$ cat src/rtl/suma3_serial_ctrl.sv
// Bit-serial three-operand adder sequencer driving an external 5-input column compressor.
// One bit column per clock, LSB first; result is N+2 bits and registered.
module suma3_serial_ctrl #(
  parameter int N = 8
) (
  input  logic         clk,
  input  logic         rst,
  input  logic         start,
  input  logic [N-1:0] op_a,
  input  logic [N-1:0] op_b,
  input  logic [N-1:0] op_c,
  output logic         busy,
  output logic         done,
  output logic [N+1:0] result,
  output logic         err,
  output logic         col_a,
  output logic         col_b,
  output logic         col_c,
  output logic         col_ca1,
  output logic         col_ca2,
  input  logic         col_s,
  input  logic         col_c1,
  input  logic         col_c2,
  input  logic         col_c3
);

  localparam int CW = $clog2(N + 2);
  localparam logic [CW-1:0] LAST_COL = CW'(N + 1);

  typedef enum logic [1:0] {
    ST_IDLE = 2'd0,
    ST_RUN  = 2'd1,
    ST_DONE = 2'd2
  } state_e;

  state_e        state_q, state_d;
  logic [N-1:0]  a_q, a_d;
  logic [N-1:0]  b_q, b_d;
  logic [N-1:0]  c_q, c_d;
  logic [CW-1:0] col_q, col_d;
  logic          c1_q, c1_d;
  logic          c2_1_q, c2_1_d;
  logic          c2_2_q, c2_2_d;
  logic [N+1:0]  result_q, result_d;
  logic          err_q, err_d;
  logic          busy_q, busy_d;
  logic          done_q, done_d;

  // Next-state and datapath update for the column sequencer
  always_comb begin
    state_d  = state_q;
    a_d      = a_q;
    b_d      = b_q;
    c_d      = c_q;
    col_d    = col_q;
    c1_d     = c1_q;
    c2_1_d   = c2_1_q;
    c2_2_d   = c2_2_q;
    result_d = result_q;
    err_d    = err_q;
    busy_d   = busy_q;
    done_d   = 1'b0;
    case (state_q)
      ST_IDLE: begin
        if (start) begin
          state_d  = ST_RUN;
          a_d      = op_a;
          b_d      = op_b;
          c_d      = op_c;
          col_d    = '0;
          c1_d     = 1'b0;
          c2_1_d   = 1'b0;
          c2_2_d   = 1'b0;
          result_d = '0;
          err_d    = 1'b0;
          busy_d   = 1'b1;
        end else begin
          busy_d = 1'b0;
        end
      end
      ST_RUN: begin
        // Operand registers shift right with zero fill, so flush columns see 0
        a_d      = a_q >> 1;
        b_d      = b_q >> 1;
        c_d      = c_q >> 1;
        result_d = {col_s, result_q[N+1:1]};
        c1_d     = col_c1;
        c2_2_d   = c2_1_q;
        c2_1_d   = col_c2;
        err_d    = err_q | col_c3;
        col_d    = col_q + CW'(1);
        if (col_q == LAST_COL) begin
          state_d = ST_DONE;
          busy_d  = 1'b0;
          done_d  = 1'b1;
          // Any carry left over after the last column means the compressor misbehaved
          err_d   = err_q | col_c3 | col_c1 | c2_1_q | col_c2;
          col_d   = '0;
        end else begin
          busy_d = 1'b1;
        end
      end
      ST_DONE: begin
        state_d = ST_IDLE;
        busy_d  = 1'b0;
      end
      default: begin
        state_d = ST_IDLE;
        busy_d  = 1'b0;
      end
    endcase
  end

  // State and output registers
  always_ff @(posedge clk or posedge rst) begin
    if (rst) begin
      state_q  <= ST_IDLE;
      a_q      <= '0;
      b_q      <= '0;
      c_q      <= '0;
      col_q    <= '0;
      c1_q     <= 1'b0;
      c2_1_q   <= 1'b0;
      c2_2_q   <= 1'b0;
      result_q <= '0;
      err_q    <= 1'b0;
      busy_q   <= 1'b0;
      done_q   <= 1'b0;
    end else begin
      state_q  <= state_d;
      a_q      <= a_d;
      b_q      <= b_d;
      c_q      <= c_d;
      col_q    <= col_d;
      c1_q     <= c1_d;
      c2_1_q   <= c2_1_d;
      c2_2_q   <= c2_2_d;
      result_q <= result_d;
      err_q    <= err_d;
      busy_q   <= busy_d;
      done_q   <= done_d;
    end
  end

  assign busy    = busy_q;
  assign done    = done_q;
  assign result  = result_q;
  assign err     = err_q;
  // busy_q is high exactly in RUN, so it gates the column outputs off elsewhere
  assign col_a   = busy_q & a_q[0];
  assign col_b   = busy_q & b_q[0];
  assign col_c   = busy_q & c_q[0];
  assign col_ca1 = busy_q & c1_q;
  assign col_ca2 = busy_q & c2_2_q;

endmodule

$ cat config.mk
export PLATFORM = sky130hd
export DESIGN_NAME = suma3_serial_ctrl
export DESIGN_NICKNAME = d
export VERILOG_FILES = /design/src/rtl/suma3_serial_ctrl.sv
export SDC_FILE = /design/constraint.sdc
export NUM_CORES = 1
export LEC_CHECK = 0
export ABC_AREA = 1
export ABC_CLOCK_PERIOD_IN_PS = 1750
export BUFFER_PORTS_ARGS = -buffer_cell sky130_fd_sc_hd__buf_2
export CAP_MARGIN = 15
export CORE_MARGIN = 1
export CORE_UTILIZATION = 24
export DETAILED_ROUTE_END_ITERATION = 10
export PLACE_DENSITY = 0.52
export SLEW_MARGIN = 20
export SYNTH_ARGS = -nofsm -noshare
export SYNTH_HDL_FRONTEND = slang
export SYNTH_SLANG_ARGS = --single-unit
export TNS_END_PERCENT = 30
$ cat constraint.sdc
create_clock -name clk -period 1.75 [get_ports clk]
set_clock_uncertainty 0.2 [all_clocks]
set_input_delay 0.525 -clock clk [delete_from_list [all_inputs] [get_ports clk]]
set_output_delay 0.525 -clock clk [all_outputs]
set_load 0.05 [all_outputs]
# Word level (Yosys, flattened, before mapping)
# Cells that the tools add are included.
# totals
elab_cells	55
regBits	46
# op_classes
eq_ne	4
mux	25
n_addsub	1
reduce_logical	4
bitwise_logic	9
# op_table
cell	count
$pmux W8 S2	3
$mux W8	3
$pmux W10 S2	1
$mux W10	1
$pmux W1 S2	5
$mux W4	2
$pmux W4 S2	1
$mux W1	6
$and A1 B1 Y1	5
$add A4 B1 Y4 const B	1
$eq A4 B4 Y1 const B	1
$mux W2	2
$ne A2 B2 Y1 const B	2
$or A1 B1 Y1	4
$pmux W2 S2	1
$reduce_and A2 Y1	2
$eq A2 B1 Y1 const B	1
$logic_not A2 Y1	1
$reduce_bool A2 Y1	1

# Depth between registers and ports, before layout
# logic_depth
ltp_word	6
ltp_mapped	7
ltp_nobuf	7

# Worst setup path before layout
# No wires, ideal clock.
# synth_path
path_kind	register to output
start	register busy_q, in the netlist busy
end	output port col_a
t_arrival_ns	1.088
required_time_ns	1.025
stages_incl_launch_ff	3
n_path_buf	0
slack_ns	-0.063
path_cell_list	dfrtp_1 nand2_1 inv_1
# synth_between
elab_chain_len	1
# synth_rtl
item	line_no	source
start, declared	46	logic busy_q, busy_d;
start signal, assigned	140	busy_q <= busy_d;
$and A1 B1 Y1	150	assign col_a = busy_q & a_q[0];
end, declared	16	output logic col_a,
# No other way between the ends.

# Final worst setup path
# layout_path
start	register busy_q, in the netlist busy
end	output port col_ca1
# layout_between
elab_chain_len	1
# layout_rtl
item	line_no	source
$and A1 B1 Y1	153	assign col_ca1 = busy_q & c1_q;
end, declared	19	output logic col_ca1,
# No other way between the ends.

==> metrics.md <==
| Metric | Value |
|---|---|
| Outcome | `finished, violations left` |
| Failing checks | `negative setup slack` |
| Switch share | `between 40% and 50%` |
| DRC | `0` |
| Final hold viol count | `0` |
| Peak supply drop | `approximately 770 uV` |
| Vias in the first global route | `roughly 1.6k` |
| Final wirelength | `~4800 um` |
| First-pass GRT wire length | `8004 um` |
| Hold slack final | `0.2425 ns` |
| CTS Root Cell | `clkbuf_8` |
| CP Data Required Time | `between 1 and 1.5 ns` |
| Via count | `around 1.6k` |
| Post-CTS Setup Repair Bufs | `0` |
| Minimum clock period | `around 1.8 ns` |
| Ys flop type | `dfrtp_1` |
| Final setup viols | `5` |
| Worst setup path end | `col_ca1` |
| Post-synth EDFFs | `0` |
| Critical-path top delay cell | `dfrtp_1` |
| # IOs | `49` |
| Final ANT Viol Nets | `0` |
| Clk Latency, worst-skew pair | `~0.30 ns` |
| Final std cells w/o fill | `slightly below 400` |
| Initial Util | `between 20 and 25%` |
| Sequential fraction of the synthesis area | `55.49%` |
| Setup crit end kind | `output pin` |
| RSZ-0062 raised after global routing | `yes` |
| Row count | `33` |
| Relative slew margins | `75.74%` |
| Wire length per cell | `around 12 um` |
| Max Root-Sink Buffers | `2` |
| Global-route usage over all layers | `between 10% and 20%` |
| P_sw | `between 2 and 2.5 mW` |
| Largest net degree at the start of global routing | `23` |
| Commonest cells post-synth | `46 x dfrtp_1, 44 x nand2_1, 25 x nor2_1` |
| Fin crit share | `103.3%` |
| Sequential share of power | `between 30% and 40%` |
| CTS tree | `done` |
| Crit-path cells | `buf_6, nand2_4, inv_2, buf_8` |
| Internal power | `about 3.0 mW` |
| Setup ws final | `-0.05791 ns` |
| Max-cap violations | `0` |
| Core area | `between 8000 and 9000 sq um` |
| R2r setup slk | `0.21 ns` |
| GRT overflow | `0` |
| Most numerous cell in the Yosys netlist | `dfrtp_1` |
| Critical Path AT | `around 1.1 ns` |
| PwrDens | `around 1900 nW/um^2` |
| Synth area leader | `dfrtp_1` |
| Area fraction of the dominant cell type after synthesis | `~55%` |
| Initial DRT Pass Iterations | `4` |
| Comb pwr share | `46.8%` |
| Worst R2R Start | `col_q[0]$_DFFE_PP0P_` |
| Worst Reg2Reg Path Length in Cells | `4` |
| P_leak | `around 1.3 nW` |
| Worst Tran Pin Value | `0.3631 ns` |
| Post-Syn Nets | `between 200 and 300` |
| CP max FO | `3` |
| DPL Wire Length | `approximately 3500 um` |
| Antenna diodes | `0` |
| Slew Limit Fails | `0` |
| Die width | `94.97 um` |
| Crit path launch type | `flop` |
| Synth top area cells | `dfrtp_1 55%, nand2_1 8.0%, nor2_1 4.5%` |
| Worst Setup Path Type | `reg -> out` |
| H-tree depth | `2` |
| Vias per cell | `roughly 4.2` |
| Cell total after placement | `around 380` |
| Fmax | `~0.55 GHz` |
| Clock power frac | `18.7%` |
| Proportion of layout cells with a drive suffix above 1 | `around a third` |
| Yosys cell types | `20` |
| R2r endpoint | `col_q[0]$_DFFE_PP0P_` |
| Clock slew at reported path FFs | `around 0.09 ns` |
| Initial antenna violation count | `0` |
| Gp weighted congestion | `just under 0.7` |
| Yosys warns | `0` |
| Initial DRC Count | `35` |
| IO Port Bufs | `between 40 and 50` |
| DIE AREA | `9019 sq um` |
| Mean Syn Cell Area | `9.220 sq um` |
| P&R area growth vs syn | `29.92%` |
| Layout Nets | `between 300 and 400` |
| Final Power | `roughly 5.2 mW` |
| Asr flop ratio synth | `100.0%` |
| Clock sinks | `46` |
| Crit. Startpoint | `busy$_DFF_PP0_` |
| Max incr delay on CP | `approximately 0.42 ns` |
| Total CTS buffers | `5` |
| Die Height | `between 90 and 100 um` |
| Synth Register Bits | `46` |
| Cells after Synth | `around 230` |
| HP Class | `in -> reg` |
| Synthesized area | `roughly 2100 sq um` |
-- critical path: cells and delay by family (launching register included) --
family        cells  cell delay, ns
simple gates      1            0.05
flops             1            0.42
buf+inv           3            0.32
-- final cells by class --
class | instances | area, sq um
sequential | 46 | 1151
clock inverter | 2 | 60.06
multi-input combinational | 145 | 767.0
clock buffer | 6 | 82.58
timing repair buffer | 59 | 411.6
fill | 887 | 5604
tap | 105 | 131.4
inverter | 23 | 91.34
-- cell families after synthesis --
family	after synthesis	synth area share (%)
xor+xnor	2	0.8445
buf+inv	34	8.504
compound gates	61	18.15
simple gates	80	15.80
fa+ha+maj	2	1.206
flops	46	55.49
-- placed cells by master, fill, tap and decap left out --
cell type,n
bufinv_16,2
buf_8,2
nand2_4,4
o21ai_2,8
xor2_1,2
inv_2,6
nand3_1,8
buf_2,42
nand2_2,3
clkinvlp_4,1
buf_4,6
clkbuf_8,6
buf_6,5
clkinv_2,1
o21ai_0,14
ha_1,2
dfrtp_1,46
o22ai_1,9
nor2_1,25
inv_1,15
o21ai_1,9
a21oi_2,8
a21oi_1,13
nand2_1,40
dlygate4sd3_1,1
buf_12,3
-- routing by layer --
metal	GRT usage, %	share of wire [%]	vias to the layer above
met5	0	0	-
met4	3.409	0.77	0
met3	2.576	4.1	5
met2	18.47	46	32
met1	16.00	49	741
li1	-	-	836
-- how the worst min path moves through the flow --
stage / startpoint / to / slack, ns / cells after the start
3_3_place_gp: a_q[7]$_DFFE_PP0P_ / a_q[7]$_DFFE_PP0P_ / 0.27 / 2
2_1_floorplan: a_q[7]$_DFFE_PP0P_ / a_q[7]$_DFFE_PP0P_ / 0.25 / 2
3_5_place_dp: c_q[7]$_DFFE_PP0P_ / c_q[7]$_DFFE_PP0P_ / 0.28 / 2
4_1_cts: op_c[7] / c_q[7]$_DFFE_PP0P_ / 0.23 / 3
5_1_grt: col_c2 / c2_1_q$_DFFE_PP0P_ / 0.25 / 3
6_report: op_c[7] / c_q[7]$_DFFE_PP0P_ / 0.24 / 3
-- through the flow --
step	util, %	instance area, sq um	TNS (ns)	setup WS (ns)
floorplan	-	2078	-0.3118	-0.06295
finish	32.47	2695	-0.2391	-0.05791
global placement	29.81	2474	0	0.2082
CTS	32.31	2681	-0.3762	-0.07714
detailed placement	29.81	2474	0	0.1916
global route	32.47	2695	-0.5502	-0.1131
-- what timing repair did --
action	in CTS	in global routing
endpoints found under the setup margin	6	6
hold buffers	1	0
pin swaps	2	1
hold endpoints to repair	9	0
resized for setup	22	3
-- sequential cells by signal, indices dropped and copies added (netlist names) --
name / cells
done: 1
c1_q: 1
col_q: 4
busy: 1
b_q: 8
c_q: 8
a_q: 8
result: 10
c2_1_q: 1
state_q: 2
err: 1
c2_2_q: 1
-- power groups by stage --
stage	Sequential, mW	Clock (mW)	Combinational (mW)
2_1_floorplan	2.18	0	1.39
3_3_place_gp	1.79	0	2.26
3_5_place_dp	1.80	0	2.30
4_1_cts	1.79	1.01	2.45
5_1_grt	1.86	1.05	2.69
6_report	1.79	0.971	2.43
Power figures use the tool's default switching activity.
